**config.mk**
```make
export PLATFORM = sky130hd
export DESIGN_NAME = ita_activation_collector_flat
export DESIGN_NICKNAME = d
export VERILOG_FILES = /design/src/rtl/ita_activation_collector_pkg.sv /design/src/rtl/ita_activation_collector_if.sv /design/src/rtl/ita_collector_fifo.sv /design/src/rtl/ita_activation_collector.sv /design/src/flat_wrapper.sv
export SDC_FILE = /design/constraint.sdc
export NUM_CORES = 1
export LEC_CHECK = 0
export CAP_MARGIN = 10
export CORE_UTILIZATION = 55
export DETAILED_ROUTE_END_ITERATION = 8
export DONT_BUFFER_PORTS = 1
export GPL_TIMING_DRIVEN = 0
export PLACE_DENSITY = 0.7
export SETUP_SLACK_MARGIN = 0.05
export SYNTH_ARGS = -nofsm -noshare
export SYNTH_HDL_FRONTEND = slang
export SYNTH_SLANG_ARGS = --single-unit
```
**constraint.sdc**
```tcl
create_clock -name clk_i -period 2.83 [get_ports clk_i]
set_input_delay 0.566 -clock clk_i [delete_from_list [all_inputs] [get_ports clk_i]]
set_output_delay 0.566 -clock clk_i [all_outputs]
set_load 0.005 [all_outputs]
```
**src/rtl/ita_activation_collector_pkg.sv**
```systemverilog
// Shared types and sizing for the ITA activation collector.
//  requant_oup_t   : one activation beat, NUM_LANES bytes
//  COLLECTOR_DEPTH : default result FIFO depth
//  ACT_LATENCY     : fixed latency of the activation stage being tracked
//  ptr_w()         : pointer width for a DEPTH-entry ring (at least 1 bit)
package ita_activation_collector_pkg;
  localparam int NUM_LANES       = 4;
  localparam int COLLECTOR_DEPTH = 4;
  localparam int ACT_LATENCY     = 2;

  typedef logic [NUM_LANES-1:0][7:0] requant_oup_t;

  function automatic int ptr_w(input int d);
    return (d > 1) ? $clog2(d) : 1;
  endfunction
endpackage

```
**src/rtl/ita_activation_collector_if.sv**
```systemverilog
// Handshake bundle between upstream issue, the activation stage result,
// and the downstream output path.
//  slave  : collector side (takes in_valid_i/act_data_i/out_ready_i)
//  master : environment side (drives issue, activation data and ready)
interface ita_activation_collector_if #(
  parameter int DEPTH = ita_activation_collector_pkg::COLLECTOR_DEPTH
);
  import ita_activation_collector_pkg::*;

  logic                       in_valid_i;
  logic                       in_ready_o;
  requant_oup_t               act_data_i;
  logic                       out_valid_o;
  logic                       out_ready_i;
  requant_oup_t               out_data_o;
  logic [$clog2(DEPTH+1)-1:0] count_o;

  modport slave (
    input  in_valid_i, act_data_i, out_ready_i,
    output in_ready_o, out_valid_o, out_data_o, count_o
  );

  modport master (
    output in_valid_i, act_data_i, out_ready_i,
    input  in_ready_o, out_valid_o, out_data_o, count_o
  );
endinterface

```
**src/rtl/ita_collector_fifo.sv**
```systemverilog
// Result storage for the activation collector: DEPTH-entry ring buffer with
// occupancy count. DEPTH need not be a power of two.
//  clk_i, rst_i : clock, synchronous active-high reset (pointers/count only)
//  push, push_data : write push_data at the write pointer
//  pop          : advance the read pointer (caller guarantees !empty)
//  rd_data      : entry at the read pointer, combinational
//  full, empty, count : occupancy status
module ita_collector_fifo
  import ita_activation_collector_pkg::*;
#(
  parameter int DEPTH = COLLECTOR_DEPTH
) (
  input  logic                       clk_i,
  input  logic                       rst_i,
  input  logic                       push,
  input  requant_oup_t               push_data,
  input  logic                       pop,
  output requant_oup_t               rd_data,
  output logic                       full,
  output logic                       empty,
  output logic [$clog2(DEPTH+1)-1:0] count
);
  localparam int PW = ptr_w(DEPTH);
  localparam int CW = $clog2(DEPTH+1);
  localparam logic [PW-1:0] LAST = PW'(DEPTH-1);

  requant_oup_t  mem [DEPTH];
  logic [PW-1:0] wr_ptr, rd_ptr;

  // storage is not reset; contents are only observed when count != 0
  always_ff @(posedge clk_i) begin
    if (push) mem[wr_ptr] <= push_data;
  end

  always_ff @(posedge clk_i) begin
    if (rst_i) begin
      wr_ptr <= '0;
      rd_ptr <= '0;
      count  <= '0;
    end else begin
      if (push) wr_ptr <= (wr_ptr == LAST) ? '0 : wr_ptr + PW'(1);
      if (pop)  rd_ptr <= (rd_ptr == LAST) ? '0 : rd_ptr + PW'(1);
      case ({push, pop})
        2'b10:   count <= count + CW'(1);
        2'b01:   count <= count - CW'(1);
        default: count <= count;
      endcase
    end
  end

  assign rd_data = mem[rd_ptr];
  assign full    = (count == CW'(DEPTH));
  assign empty   = (count == '0);
endmodule

```
**src/rtl/ita_activation_collector.sv**
```systemverilog
// Receive side of the ITA activation stage. The stage has a fixed LATENCY and
// no handshake, so each issued beat is tracked through a valid shift register
// and its result captured into a small FIFO. Upstream issue is gated by a
// credit counter that reserves a FIFO slot for every beat in flight, so a
// capture can never find the FIFO full.
//  clk_i, rst_i : clock, synchronous active-high reset
//  bus (slave)  : in_valid_i/in_ready_o issue handshake, act_data_i stage
//                 result, out_valid_o/out_ready_i/out_data_o output path,
//                 count_o FIFO occupancy (in-flight beats excluded)
// Build option ITA_COLLECTOR_BYPASS_EN: when the FIFO is empty a beat leaving
// the pipeline is presented on the output in the same cycle and, if accepted,
// never written to the FIFO.
module ita_activation_collector
  import ita_activation_collector_pkg::*;
#(
  parameter int LATENCY = ACT_LATENCY,
  parameter int DEPTH   = COLLECTOR_DEPTH
) (
  input  logic                          clk_i,
  input  logic                          rst_i,
  ita_activation_collector_if.slave     bus
);
  localparam int CW = $clog2(DEPTH+1);

  logic [LATENCY-1:0] vld_pipe;
  logic [CW-1:0]      cr;
  logic               iss, cap, ret, push, fifo_pop;
  logic               full, empty;
  requant_oup_t       rd_data;
  logic [CW-1:0]      fcount;

  assign bus.in_ready_o = (cr != '0) & ~rst_i;
  assign iss            = bus.in_valid_i & bus.in_ready_o;
  assign cap            = vld_pipe[LATENCY-1];

  always_ff @(posedge clk_i) begin
    if (rst_i) begin
      vld_pipe <= '0;
      cr       <= CW'(DEPTH);
    end else begin
      vld_pipe[0] <= iss;
      for (int k = 1; k < LATENCY; k++) vld_pipe[k] <= vld_pipe[k-1];
      cr <= cr - CW'(iss) + CW'(ret);
    end
  end

`ifdef ITA_COLLECTOR_BYPASS_EN
  logic byp_take;

  assign bus.out_valid_o = ~empty | cap;
  assign bus.out_data_o  = empty ? bus.act_data_i : rd_data;
  assign byp_take        = empty & cap & bus.out_ready_i;
  assign fifo_pop        = ~empty & bus.out_ready_i;
  // the full term is defensive; credits already guarantee a free slot
  assign push            = cap & ~byp_take & (~full | fifo_pop);
  assign ret             = bus.out_valid_o & bus.out_ready_i;
`else
  assign bus.out_valid_o = ~empty;
  assign bus.out_data_o  = rd_data;
  assign fifo_pop        = ~empty & bus.out_ready_i;
  assign push            = cap & (~full | fifo_pop);
  assign ret             = fifo_pop;
`endif

  assign bus.count_o = fcount;

  ita_collector_fifo #(.DEPTH(DEPTH)) u_fifo (
    .clk_i     (clk_i),
    .rst_i     (rst_i),
    .push      (push),
    .push_data (bus.act_data_i),
    .pop       (fifo_pop),
    .rd_data   (rd_data),
    .full      (full),
    .empty     (empty),
    .count     (fcount)
  );
endmodule

```
**src/flat_wrapper.sv**
```systemverilog
// flat-port wrapper written by rule: the top's interface ports become plain ports
module ita_activation_collector_flat import ita_activation_collector_pkg::*;
#(
  parameter int LATENCY = ACT_LATENCY,
  parameter int DEPTH   = COLLECTOR_DEPTH
)
  (clk_i, rst_i, bus_in_valid_i, bus_act_data_i, bus_out_ready_i, bus_in_ready_o, bus_out_valid_o, bus_out_data_o, bus_count_o);
  ita_activation_collector_if #(.DEPTH(DEPTH)) bus_i ();
  input  logic clk_i;
  input  logic rst_i;
  input wire logic [$bits(bus_i.in_valid_i)-1:0] bus_in_valid_i;
  input wire logic [$bits(bus_i.act_data_i)-1:0] bus_act_data_i;
  input wire logic [$bits(bus_i.out_ready_i)-1:0] bus_out_ready_i;
  output wire logic [$bits(bus_i.in_ready_o)-1:0] bus_in_ready_o;
  output wire logic [$bits(bus_i.out_valid_o)-1:0] bus_out_valid_o;
  output wire logic [$bits(bus_i.out_data_o)-1:0] bus_out_data_o;
  output wire logic [$bits(bus_i.count_o)-1:0] bus_count_o;
  assign bus_i.in_valid_i = bus_in_valid_i;
  assign bus_i.act_data_i = bus_act_data_i;
  assign bus_i.out_ready_i = bus_out_ready_i;
  assign bus_in_ready_o = bus_i.in_ready_o;
  assign bus_out_valid_o = bus_i.out_valid_o;
  assign bus_out_data_o = bus_i.out_data_o;
  assign bus_count_o = bus_i.count_o;
  ita_activation_collector #(.LATENCY(LATENCY), .DEPTH(DEPTH)) u_core (.clk_i(clk_i), .rst_i(rst_i), .bus(bus_i));
endmodule
```
==> metrics.txt, run 1 <==
# TYPE chip_impl_metric gauge
chip_impl_metric{name="grt_util_all_layers",unit=""} 0.176
chip_impl_info{name="timing.critical_path.slowest_stage_cell",value="mux4_2"} 1
chip_impl_info{name="ordered_cell_list_for_the_critical_path",value="clkbuf_1 > buf_2 > mux4_2"} 1
chip_impl_metric{name="ys_ff_latch",unit=""} 142
chip_impl_metric{name="syn-num-nets",unit=""} 292
chip_impl_metric{name="drt_wl_total",unit="um"} 7970
chip_impl_metric{name="timing.clock.skew",unit="ps"} 12.1
chip_impl_metric{name="layout.filler_cells",unit=""} 661
chip_impl_metric{name="worstPathBufferInverterCount",unit=""} 2
chip_impl_metric{name="worstPathArrival",unit="ps"} 2030
chip_impl_metric{name="number_of_remaining_drc_errors",unit=""} 0
chip_impl_metric{name="timing.final.max_slew_violations",unit=""} 0
chip_impl_metric{name="antenna_found_initial",unit=""} 0
chip_impl_info{name="clock-root-buffer",value="clkbuf_8"} 1
chip_impl_info{name="yosys-top-cells-area",value="edfxtp_1, mux4_2, dfxtp_1, ha_1, fa_1"} 1
chip_impl_metric{name="detail_route.vias_per_cell",unit=""} 5.49
chip_impl_metric{name="cts_max_level",unit=""} 4
chip_impl_metric{name="final.period_utilization",unit=""} 0.917
chip_impl_info{name="type_of_the_setup_path_with_the_least_slack",value="flip-flop to output port"} 1
chip_impl_metric{name="hold_viol",unit=""} 0
chip_impl_metric{name="dieArea",unit="mm2"} 0.0102
chip_impl_metric{name="mappedNetlistArea",unit="mm2"} 0.00539
chip_impl_metric{name="row_count",unit=""} 35
chip_impl_metric{name="proportion_of_synthesized_flip_flops_having_asynchronous_set_or_reset",unit=""} 0
chip_impl_info{name="layout.cells.most_common",value="edfxtp_1"} 1
chip_impl_metric{name="floorplan.initialDensity",unit=""} 0.575
chip_impl_metric{name="die_height",unit="um"} 101
chip_impl_metric{name="whs",unit="ps"} 149
chip_impl_metric{name="area_share_of_the_largest_cell_type_after_synthesis",unit=""} 0.714
chip_impl_metric{name="antenna_violating_nets_post_route",unit=""} 0
chip_impl_metric{name="postPlaceCellArea",unit="mm2"} 0.00555
chip_impl_metric{name="worst_path_largest_cell_delay",unit="ps"} 590
chip_impl_metric{name="worstPathMaxFanout",unit=""} 10
chip_impl_metric{name="grt_start_max_net_pins",unit=""} 33
chip_impl_info{name="worstSetupStartpointType",value="flip-flop"} 1
chip_impl_info{name="worst_path_dominant_cell_family",value="buffers and inverters"} 1
chip_impl_metric{name="first_iter_violations",unit=""} 105
chip_impl_metric{name="max-vdd-ir-drop",unit="uV"} 472
chip_impl_metric{name="ioPinCount",unit=""} 73
chip_impl_info{name="synth_top_area_cell",value="edfxtp_1"} 1
chip_impl_metric{name="max-clock-path-buffers",unit=""} 2
chip_impl_info{name="holdCritPathClass",value="input port to flip-flop"} 1
chip_impl_metric{name="placed_wire_length_estimate",unit="um"} 4760
chip_impl_metric{name="wl_per_cell",unit="um"} 19.6
chip_impl_metric{name="post-route-min-period",unit="ps"} 2600
chip_impl_info{name="ys_dominant_reg_cell",value="edfxtp_1"} 1
chip_impl_metric{name="number_of_warning_messages_in_the_yosys_log",unit=""} 0
chip_impl_metric{name="cts.reportedPaths.clkPinSlew",unit="ps"} 60
chip_impl_metric{name="finish.net_count",unit=""} 311
chip_impl_metric{name="layout-drive-gt1-share",unit=""} 0.281
chip_impl_metric{name="synth_edf_count",unit=""} 128
chip_impl_metric{name="tritoncts.num_buffers",unit=""} 17
chip_impl_metric{name="final.setup.tns",unit="ps"} 0
chip_impl_metric{name="postCtsSetupBuffers",unit=""} 0
chip_impl_metric{name="netlist-cell-type-count",unit=""} 34
chip_impl_metric{name="worstPathRequired",unit="ps"} 2260
chip_impl_metric{name="worst-slew-pin-transition",unit="ps"} 893
chip_impl_metric{name="gr_overflow_total",unit=""} 0
chip_impl_metric{name="seq_area_frac_synth",unit=""} 0.766
chip_impl_metric{name="syn_area_per_cell",unit="um2"} 21.8
chip_impl_metric{name="timing.fmax",unit="MHz"} 385
chip_impl_metric{name="grt_pass1_wl",unit="um"} 12500
chip_impl_metric{name="post-route-cell-area",unit="mm2"} 0.00610
chip_impl_info{name="cts_tree",value="yes"} 1
chip_impl_info{name="rsz0062_at_grt",value="true"} 1
chip_impl_metric{name="drt_first_pass_iters",unit=""} 4
chip_impl_info{name="run_status",value="finished, final reports clean"} 1
chip_impl_metric{name="via_count",unit=""} 2236
chip_impl_metric{name="final_number_of_setup_violating_endpoints",unit=""} 0
chip_impl_metric{name="slew_headroom",unit=""} 0.405
chip_impl_metric{name="postLayoutCoreUtil",unit=""} 0.651
chip_impl_info{name="mostFrequentLayoutCells",value="edfxtp_1, mux4_2, clkbuf_16, dfxtp_1, nor2_1"} 1
chip_impl_metric{name="clock_sink_count",unit=""} 142
chip_impl_metric{name="core_region_area",unit="mm2"} 0.00937
chip_impl_metric{name="layout-area-overhead-vs-synth",unit="%"} 13.3
chip_impl_metric{name="pwr_density_cell",unit="mW/mm2"} 779
chip_impl_metric{name="antenna_cells_inserted",unit=""} 0
chip_impl_metric{name="synthesis.instances",unit=""} 247
chip_impl_metric{name="grt_pass1_vias",unit=""} 2396
chip_impl_metric{name="max-cap-violations",unit=""} 0
chip_impl_metric{name="global_placer_s_final_weighted_congestion",unit=""} 0.703
chip_impl_metric{name="io_buffers",unit=""} 0
chip_impl_metric{name="cellLeakagePower",unit="nW"} 1.93
chip_impl_metric{name="clkLatencyLatePin",unit="ps"} 510
chip_impl_metric{name="report.power.total",unit="W"} 0.00475
chip_impl_metric{name="die_width",unit="um"} 101
chip_impl_info{name="critical_path.endpoint_type",value="output port"} 1
per-layer routing:
layer  track usage  up-vias  wire length [um]
met4        0.0836        0                79
li1              -     1036                 -
met2         0.284       54              4040
met5             0        -                 0
met3        0.0666        7               529
met1         0.209     1139              3320
Yosys cell counts, types with 2 or more instances:
library cell  number
ha_1               7
nand2_1            3
edfxtp_1         128
buf_2              4
inv_1              7
nand2b_1           2
clkbuf_1           4
nor2_1             9
fa_1               2
dfxtp_1           14
mux4_2            32
xor2_1             3
and2_1             6
nor2b_1            4
a21oi_1            2
mux2i_1            2
where the power goes:
group,switching (W),internal (W),total [W]
clock network,0.000841,0.00118,0.00202
logic,0.000174,0.000178,0.000352
registers,0.0000313,0.00235,0.00238
worst paths after layout:
kind	startpoint	to	slack (ps)	cells after the start
worst max-delay path	flip-flop	bus_out_data_o[1]	230	3
worst max register to register	u_core.u_fifo.count[0]	u_core.u_fifo.count[2]	510	8
worst min register to register	u_core.vld_pipe[0]	u_core.vld_pipe[1]	440	1
worst min-delay path	bus_act_data_i[6]	u_core.u_fifo.mem[2][6]	150	0
kinds of logic (layout without fill, tap and decap cells):
| family | count (synthesis) | count (layout) | share of synthesized area |
|---|---|---|---|
| flops | 142 | 142 | 0.766 |
| mux | 35 | 35 | 0.140 |
| simple gates | 33 | 33 | 0.0388 |
| buf+inv | 17 | 48 | 0.0132 |
| fa+ha+maj | 9 | 9 | 0.0237 |
| compound gates | 7 | 7 | 0.0118 |
| xor+xnor | 4 | 4 | 0.00651 |
layout make-up:
cell class                      count  area [um2]  share of cell area
Clock buffer                       17         414              0.0679
Clock inverter                     14         134              0.0219
Buffer                              9        41.3             0.00677
Sequential cell                   142        4120               0.676
Inverter                            8        32.5             0.00533
Tap cell                          129         161              0.0264
Multi-Input combinational cell     88        1200               0.196
flip-flops by register name, indices dropped and copies added (netlist names), named ones only:
name	count
u_core.u_fifo.rd_ptr	2
u_core.cr	3
u_core.u_fifo.count	3
u_core.u_fifo.mem	128
u_core.u_fifo.wr_ptr	2
u_core.vld_pipe	2
per-stage QoR:
step           worst slack (ps)  std cells
2_1_floorplan               644        247
3_3_place_gp               1.85        376
3_5_place_dp                517        376
4_1_cts                     145        407
5_1_grt                    46.3        407
6_report                    234        407
repair_timing:
action                                  4_1_cts  5_1_grt
gates resized for setup                       0        1
endpoints found under the setup margin        0        1
hold endpoints to repair                      0        0
hold buffers                                  0        0
Power figures use the tool's default switching activity.
==> inputs of run 2 (changes only) <==
--- a/config.mk
+++ b/config.mk
@@ -7,11 +7,13 @@
 export LEC_CHECK = 0
 export CAP_MARGIN = 10
 export CORE_UTILIZATION = 55
+export CTS_CLUSTER_DIAMETER = 40
 export DETAILED_ROUTE_END_ITERATION = 8
 export DONT_BUFFER_PORTS = 1
 export GPL_TIMING_DRIVEN = 0
 export PLACE_DENSITY = 0.7
 export SETUP_SLACK_MARGIN = 0.05
+export SKIP_CTS_REPAIR_TIMING = 1
 export SYNTH_ARGS = -nofsm -noshare
 export SYNTH_HDL_FRONTEND = slang
 export SYNTH_SLANG_ARGS = --single-unit
==> results of run 2 <==
Final layout, timing and power as in run 1 (identical DEF).
